===== config.mk =====
export PLATFORM = sky130hd
export DESIGN_NAME = alu_decode_stage
export DESIGN_NICKNAME = d
export VERILOG_FILES = /design/src/rtl/alu_pkg.sv /design/src/rtl/alu_decode_comb.sv /design/src/rtl/alu_decode_stage.sv
export SDC_FILE = /design/constraint.sdc
export NUM_CORES = 1
export LEC_CHECK = 0
export ABC_AREA = 0
export BUFFER_PORTS_ARGS = -buffer_cell sky130_fd_sc_hd__buf_2
export CORE_MARGIN = 4
export CORE_UTILIZATION = 37
export CTS_BUF_LIST = sky130_fd_sc_hd__clkbuf_4 sky130_fd_sc_hd__clkbuf_8
export CTS_CLUSTER_SIZE = 10
export DETAILED_ROUTE_END_ITERATION = 12
export PLACE_DENSITY = 0.63
export REMOVE_ABC_BUFFERS = 1
export SLEW_MARGIN = 20
export SYNTH_ARGS = -nofsm -noshare
export SYNTH_HDL_FRONTEND = slang
export SYNTH_SLANG_ARGS = --single-unit

===== constraint.sdc =====
create_clock -name clk -period 2.85 [get_ports clk]
set_input_delay 0 -clock clk [delete_from_list [all_inputs] [get_ports clk]]
set_output_delay 0 -clock clk [all_outputs]
set_load 0.02 [all_outputs]

===== src/rtl/alu_pkg.sv =====
// Shared types for the registered ALU decode stage: field encodings,
// ALU/branch/immediate codes, and the decoded bundle carried through the skid buffer.
package alu_pkg;

  typedef enum logic [5:0] {
    OP_SPECIAL = 6'h00, OP_REGIMM = 6'h01, OP_J     = 6'h02, OP_JAL  = 6'h03,
    OP_BEQ     = 6'h04, OP_BNE    = 6'h05, OP_BLEZ  = 6'h06, OP_BGTZ = 6'h07,
    OP_ADDIU   = 6'h09, OP_SLTI   = 6'h0A, OP_SLTIU = 6'h0B, OP_ANDI = 6'h0C,
    OP_ORI     = 6'h0D, OP_XORI   = 6'h0E, OP_LUI   = 6'h0F, OP_LB   = 6'h20,
    OP_LH      = 6'h21, OP_LWL    = 6'h22, OP_LW    = 6'h23, OP_LBU  = 6'h24,
    OP_LHU     = 6'h25, OP_LWR    = 6'h26, OP_SB    = 6'h28, OP_SH   = 6'h29,
    OP_SW      = 6'h2B
  } opcode_t;

  typedef enum logic [5:0] {
    FN_SLL  = 6'h00, FN_SRL   = 6'h02, FN_SRA  = 6'h03, FN_SLLV  = 6'h04,
    FN_SRLV = 6'h06, FN_SRAV  = 6'h07, FN_JR   = 6'h08, FN_JALR  = 6'h09,
    FN_MFHI = 6'h10, FN_MTHI  = 6'h11, FN_MFLO = 6'h12, FN_MTLO  = 6'h13,
    FN_MULT = 6'h18, FN_MULTU = 6'h19, FN_DIV  = 6'h1A, FN_DIVU  = 6'h1B,
    FN_ADDU = 6'h21, FN_SUBU  = 6'h23, FN_AND  = 6'h24, FN_OR    = 6'h25,
    FN_XOR  = 6'h26, FN_SLT   = 6'h2A, FN_SLTU = 6'h2B
  } func_t;

  typedef enum logic [4:0] {
    RI_BLTZ   = 5'h00, RI_BGEZ   = 5'h01,
    RI_BLTZAL = 5'h10, RI_BGEZAL = 5'h11
  } regimm_t;

  typedef enum logic [3:0] {
    ALU_ADD   = 4'd0,  ALU_SUB  = 4'd1,  ALU_AND   = 4'd2,  ALU_OR   = 4'd3,
    ALU_XOR   = 4'd4,  ALU_SLT  = 4'd5,  ALU_SLTU  = 4'd6,  ALU_SLL  = 4'd7,
    ALU_SRL   = 4'd8,  ALU_SRA  = 4'd9,  ALU_MULT  = 4'd10, ALU_MULTU = 4'd11,
    ALU_DIV   = 4'd12, ALU_DIVU = 4'd13, ALU_BRANCH = 4'd14
  } alu_control_t;

  typedef enum logic [2:0] {
    BR_NONE = 3'd0, BR_EQ = 3'd1, BR_NE = 3'd2, BR_LTZ = 3'd3,
    BR_GTZ  = 3'd4, BR_LEZ = 3'd5, BR_GEZ = 3'd6
  } branch_cond_t;

  typedef enum logic [1:0] {
    IMM_NONE = 2'b00, IMM_SIGN = 2'b01, IMM_ZERO = 2'b10, IMM_SHAMT = 2'b11
  } imm_mode_t;

  typedef struct packed {
    alu_control_t alu;
    branch_cond_t branch_cond;
    imm_mode_t    imm_mode;
    logic         illegal;
  } decoded_t;

endpackage


===== src/rtl/alu_decode_comb.sv =====
// Pure combinational MIPS decode: instruction word to ALU control bundle,
// plus flags marking multi-cycle MULT/DIV issue and any HI/LO consumer.
module alu_decode_comb
  import alu_pkg::*;
(
  input  logic [31:0] instr,
  output decoded_t    dec,
  output logic        is_muldiv,
  output logic        uses_hilo
);

  logic illegal;
  logic unused_fields;

  // Register numbers and immediates do not influence the decode.
  assign unused_fields = ^{instr[25:21], instr[15:6]};

  always_comb begin
    dec       = '{alu: ALU_ADD, branch_cond: BR_NONE, imm_mode: IMM_NONE, illegal: 1'b0};
    is_muldiv = 1'b0;
    uses_hilo = 1'b0;
    illegal   = 1'b0;

    case (opcode_t'(instr[31:26]))
      OP_SPECIAL: begin
        case (func_t'(instr[5:0]))
          FN_SLL:   begin dec.alu = ALU_SLL; dec.imm_mode = IMM_SHAMT; end
          FN_SRL:   begin dec.alu = ALU_SRL; dec.imm_mode = IMM_SHAMT; end
          FN_SRA:   begin dec.alu = ALU_SRA; dec.imm_mode = IMM_SHAMT; end
          FN_SLLV:  dec.alu = ALU_SLL;
          FN_SRLV:  dec.alu = ALU_SRL;
          FN_SRAV:  dec.alu = ALU_SRA;
          FN_JR, FN_JALR: dec.alu = ALU_ADD;
          FN_MFHI, FN_MTHI, FN_MFLO, FN_MTLO: uses_hilo = 1'b1;
          FN_MULT:  begin dec.alu = ALU_MULT;  is_muldiv = 1'b1; uses_hilo = 1'b1; end
          FN_MULTU: begin dec.alu = ALU_MULTU; is_muldiv = 1'b1; uses_hilo = 1'b1; end
          FN_DIV:   begin dec.alu = ALU_DIV;   is_muldiv = 1'b1; uses_hilo = 1'b1; end
          FN_DIVU:  begin dec.alu = ALU_DIVU;  is_muldiv = 1'b1; uses_hilo = 1'b1; end
          FN_ADDU:  dec.alu = ALU_ADD;
          FN_SUBU:  dec.alu = ALU_SUB;
          FN_AND:   dec.alu = ALU_AND;
          FN_OR:    dec.alu = ALU_OR;
          FN_XOR:   dec.alu = ALU_XOR;
          FN_SLT:   dec.alu = ALU_SLT;
          FN_SLTU:  dec.alu = ALU_SLTU;
          default:  illegal = 1'b1;
        endcase
      end
      OP_REGIMM: begin
        dec.alu      = ALU_BRANCH;
        dec.imm_mode = IMM_SIGN;
        case (regimm_t'(instr[20:16]))
          RI_BLTZ, RI_BLTZAL: dec.branch_cond = BR_LTZ;
          RI_BGEZ, RI_BGEZAL: dec.branch_cond = BR_GEZ;
          default:            illegal = 1'b1;
        endcase
      end
      OP_J, OP_JAL: dec.alu = ALU_ADD;
      OP_BEQ:  begin dec.alu = ALU_BRANCH; dec.imm_mode = IMM_SIGN; dec.branch_cond = BR_EQ;  end
      OP_BNE:  begin dec.alu = ALU_BRANCH; dec.imm_mode = IMM_SIGN; dec.branch_cond = BR_NE;  end
      OP_BLEZ: begin dec.alu = ALU_BRANCH; dec.imm_mode = IMM_SIGN; dec.branch_cond = BR_LEZ; end
      OP_BGTZ: begin dec.alu = ALU_BRANCH; dec.imm_mode = IMM_SIGN; dec.branch_cond = BR_GTZ; end
      OP_ADDIU, OP_LB, OP_LH, OP_LWL, OP_LW, OP_LBU, OP_LHU, OP_LWR,
      OP_SB, OP_SH, OP_SW: begin dec.alu = ALU_ADD; dec.imm_mode = IMM_SIGN; end
      OP_SLTI:  begin dec.alu = ALU_SLT;  dec.imm_mode = IMM_SIGN; end
      OP_SLTIU: begin dec.alu = ALU_SLTU; dec.imm_mode = IMM_SIGN; end
      OP_ANDI:  begin dec.alu = ALU_AND;  dec.imm_mode = IMM_ZERO; end
      OP_ORI:   begin dec.alu = ALU_OR;   dec.imm_mode = IMM_ZERO; end
      OP_XORI:  begin dec.alu = ALU_XOR;  dec.imm_mode = IMM_ZERO; end
      OP_LUI:   begin dec.alu = ALU_ADD;  dec.imm_mode = IMM_ZERO; end
      default:  illegal = 1'b1;
    endcase

    // Unsupported words still flow, but with a fixed neutral bundle.
    if (illegal) begin
      dec       = '{alu: ALU_ADD, branch_cond: BR_NONE, imm_mode: IMM_NONE, illegal: 1'b1};
      is_muldiv = 1'b0;
      uses_hilo = 1'b0;
    end
  end

endmodule


===== src/rtl/alu_decode_stage.sv =====
// Registered decode stage: head + skid slot behind a valid/ready handshake,
// with a HI/LO busy counter that holds back HI/LO users while MULT/DIV runs.
module alu_decode_stage
  import alu_pkg::*;
#(
  parameter int unsigned MULT_LATENCY = 4,
  parameter int unsigned DIV_LATENCY  = 33,
  parameter int unsigned CNT_WIDTH    = 6
) (
  input  logic        clk,
  input  logic        reset,
  input  logic        in_valid,
  output logic        in_ready,
  input  logic [31:0] in_instr,
  output logic        out_valid,
  input  logic        out_ready,
  output logic [3:0]  out_alu_control,
  output logic [2:0]  out_branch_cond,
  output logic [1:0]  out_imm_mode,
  output logic        out_illegal,
  output logic        hilo_busy
);

  typedef struct packed {
    decoded_t dec;
    logic     is_muldiv;
    logic     uses_hilo;
  } slot_t;

  localparam logic [CNT_WIDTH-1:0] MULT_LOAD = CNT_WIDTH'(MULT_LATENCY);
  localparam logic [CNT_WIDTH-1:0] DIV_LOAD  = CNT_WIDTH'(DIV_LATENCY);

  slot_t                incoming;
  slot_t                head;
  slot_t                skid;
  logic                 head_full;
  logic                 skid_full;
  logic [CNT_WIDTH-1:0] busy_cnt;
  logic                 stall;
  logic                 accept;
  logic                 drain;
  logic                 head_open;

  alu_decode_comb u_decode (
    .instr     (in_instr),
    .dec       (incoming.dec),
    .is_muldiv (incoming.is_muldiv),
    .uses_hilo (incoming.uses_hilo)
  );

  assign hilo_busy = (busy_cnt != '0);
  assign stall     = hilo_busy && head.uses_hilo;
  assign out_valid = head_full && !stall;
  assign in_ready  = !skid_full && !reset;
  assign accept    = in_valid && in_ready;
  assign drain     = out_valid && out_ready;
  assign head_open = !head_full || drain;

  assign out_alu_control = head.dec.alu;
  assign out_branch_cond = head.dec.branch_cond;
  assign out_imm_mode    = head.dec.imm_mode;
  assign out_illegal     = head.dec.illegal;

  // A full skid blocks acceptance, so accept and skid refill never overlap.
  always_ff @(posedge clk) begin
    if (reset) begin
      head      <= '0;
      skid      <= '0;
      head_full <= 1'b0;
      skid_full <= 1'b0;
    end else if (skid_full) begin
      if (drain) begin
        head      <= skid;
        skid_full <= 1'b0;
      end
    end else if (accept) begin
      if (head_open) begin
        head      <= incoming;
        head_full <= 1'b1;
      end else begin
        skid      <= incoming;
        skid_full <= 1'b1;
      end
    end else if (drain) begin
      head_full <= 1'b0;
    end
  end

  always_ff @(posedge clk) begin
    if (reset) begin
      busy_cnt <= '0;
    end else if (drain && head.is_muldiv) begin
      busy_cnt <= (head.dec.alu inside {ALU_MULT, ALU_MULTU}) ? MULT_LOAD : DIV_LOAD;
    end else if (busy_cnt != '0) begin
      busy_cnt <= busy_cnt - 1'b1;
    end
  end

endmodule


==> flow_summary.toml <==
[run_status]
run_status = "completed"

[global_route]
grt.overflow.total = 0
grt_pass1_vias = 1840
grt_pass1_wl_mm = 8.58
grt_antenna_before_repair = 0
grt_usage = 0.142
grt_max_degree = 31

[worst_setup_path]
worst_ep_arrival_time_ps = 2550
worstReg2RegStart = "busy_cnt[0]"
critPathMaxStageDelay_ps = 710
endpoint_kind = "register"
critPathMaxFanout = 15
worstSetupStartpoint = "busy_cnt[0]"
critPathKind = "register to register"
slowest_stage = "nor3_2"
cp.required_ps = 3050
worstSetupStartpointType = "register"
worstPathCellList = "inv_1, ha_1, or3b_1, o31ai_4, a21bo_2, nor3_2, nand3_1, a21oi_1"

[clock_network]
cts_buffers = 5
path_clk_slew_ps = 60
root_buffer = "clkbuf_8"
cts_hold_buffers = 1
clk_latency_ps = 270
cts.sinks = 32
clockBufferDepth = 2
h-tree-depth = 2
postCtsSetupBuffers = 0
cts_resized = 0
cts_tree = "built"

[routing]
wl_met1_mm = 2.50
firstDrtPassIters = 4
ant_nets = 0
drt_drc_violations_left = 0
wl_per_cell_um = 13.6
wl_mm = 5.15
met2_length_mm = 2.36
maxUsedRoutingLayer = "met4"
route.vias.total = 2054
dr_wl_met3_um = 233
drt_iter0_markers = 187
vias_per_cell = 5.42

[logic_synthesis]
synth-edff-count = 0
synth_commonest_cells = "nand2_1 (36), dfxtp_1 (32), nor2_1 (29), a21oi_1 (28), clkbuf_1 (16)"
ys_ff_latch = 32
synth_flop_cell = "dfxtp_1"
synth-async-reset-ratio = 0
synth_cell_types = 60
syn_inst = 297
yosys-top-cells-area = "dfxtp_1 (29%), a21oi_1 (6.4%), nand2_1 (6.1%)"
synth_top_cell_by_area = "dfxtp_1"
synth_area_sq_um = 2200
yosys_warnings = 0
synth.top_cell.area_share = 0.291
avgSynthCellArea_sq_um = 7.41
synthMostInstantiatedCell = "nand2_1"
ys_seq_area_frac = 0.291

[power]
power.density_nw_per_um2 = 551
ir_worst_vdd_uv = 231
p_leak_nw = 0.882

[placed_design]
port_buffers = 32
post-dp-hpwl_mm = 3.83
routabilityCongestion = 0.831
placedCellCount = 371

[cells_and_area]
layout-drive-gt1-share = 0.192
fin_util = 0.421
final.fill_count = 598
areaGrowthSynthToFinish_pct = 7.90
finalNetCount = 344
layout.cells.non_filler = 379
diodes = 0

[die]
core_sq_um = 5640
ios = 49
die_h_um = 85.1
num_rows = 27
floorplan.die_area_sq_um = 7250
chipWidth_um = 85.1
initial_core_util = 0.390

[sta]
finalWorstPathRequiredPeriod_ps = 2350
relSlewSlack = 0.408
rsz0062_at_grt = "false"
fin_tns_setup_ps = 0
timing.fmax_ghz = 0.425
maxSlewViolCount = 0
hold_violations = 0
worst_pin_slew_ps = 883
finClkSkew_ps = 2.79
setup_violations = 0
period_share = 0.826

[min_path]
hold_path.class = "input pin to register"
worstHoldStart = "in_valid"

[job]
cap_violations = 0
-- final timing paths --
| check | slack [ps] | end | depth (start not counted) |
|---|---|---|---|
| worst min register to register | 450 | out_branch_cond[1] | 2 |
| worst min-delay path | 90 | skid_full | 3 |
| worst max register to register | 500 | skid[9] | 8 |
| worst max-delay path | 500 | skid[9] | 8 |
-- kinds of logic (layout without fill, tap and decap cells) --
logic type / after synthesis / in the layout / share of synthesized area
XOR/XNOR: 5 / 5 / 0.0199
AO/OA/AOI/OAI: 89 / 89 / 0.281
multiplexers: 1 / 1 / 0.00455
flip-flops: 32 / 32 / 0.291
buffers and inverters: 42 / 52 / 0.0984
adder cells (fa/ha/maj): 1 / 1 / 0.00568
AND/OR/NAND/NOR: 127 / 127 / 0.300
-- sequential cells by signal, summed over array words and instances (netlist names) --
signal / cells
busy_cnt: 6
head: 2
head_full: 1
out_alu_control: 4
out_branch_cond: 3
out_illegal: 1
out_imm_mode: 2
skid: 12
skid_full: 1
-- placed cells by master (no fill, tap or decap), types with 4 or more instances in the layout --
cell / netlist / layout
nand3b_1: 5 / 5
buf_2: 2 / 32
nor3_1: 10 / 10
nand3_1: 8 / 8
o21ai_0: 12 / 12
clkbuf_8: 0 / 5
nor2_1: 29 / 29
nand2_1: 36 / 36
nor4_1: 4 / 4
a211oi_1: 11 / 11
nand2b_1: 6 / 6
and3_1: 4 / 4
inv_1: 11 / 11
a31oi_1: 5 / 5
dfxtp_1: 32 / 32
a21oi_1: 28 / 28
-- report_power, final --
part | total, W | switching [W] | leakage [nW] | internal, W
sequential | 0.000544 | 0.0000454 | 0.261 | 0.000498
clock | 0.000329 | 0.000154 | 0.0445 | 0.000175
combinational | 0.000435 | 0.000258 | 0.576 | 0.000178
-- critical path: cells and delay by family (launching register included) --
kind / cells / cell delay (ps)
and+or+nand+nor: 3 / 1140
AOI/OAI and AO/OA: 3 / 510
DFF: 1 / 340
adders and majority gates: 1 / 210
buffers and inverters: 1 / 70
-- final cells by class --
type / count / area [sq um] / area share
flip-flops and latches: 32 / 641 / 0.270
well taps: 72 / 90.1 / 0.0379
clock inverters: 1 / 5.00 / 0.00211
inverters: 11 / 41.3 / 0.0174
repair buffers: 34 / 178 / 0.0748
clock buffers: 6 / 76.3 / 0.0321
multi-input cells: 223 / 1340 / 0.566
-- layer usage --
metal  vias to the layer above  GRT usage
met3                         4     0.0282
met4                         0     0.0446
met1                       927      0.200
li1                       1081          -
met5                         -          0
met2                        42      0.219
-- through the flow --
step / power [W] / worst slack (ps) / hold WS [ps] / instance area [sq um]
2_1_floorplan: 0.000864 / 825 / 62.4 / 2030
3_3_place_gp: 0.000985 / 517 / 266 / 2280
3_5_place_dp: 0.000990 / 491 / 268 / 2280
4_1_cts: 0.00132 / 474 / 77.8 / 2370
5_1_grt: 0.00140 / 232 / 99.2 / 2370
6_report: 0.00131 / 497 / 92.1 / 2370
(Power assumes the default switching activity.)
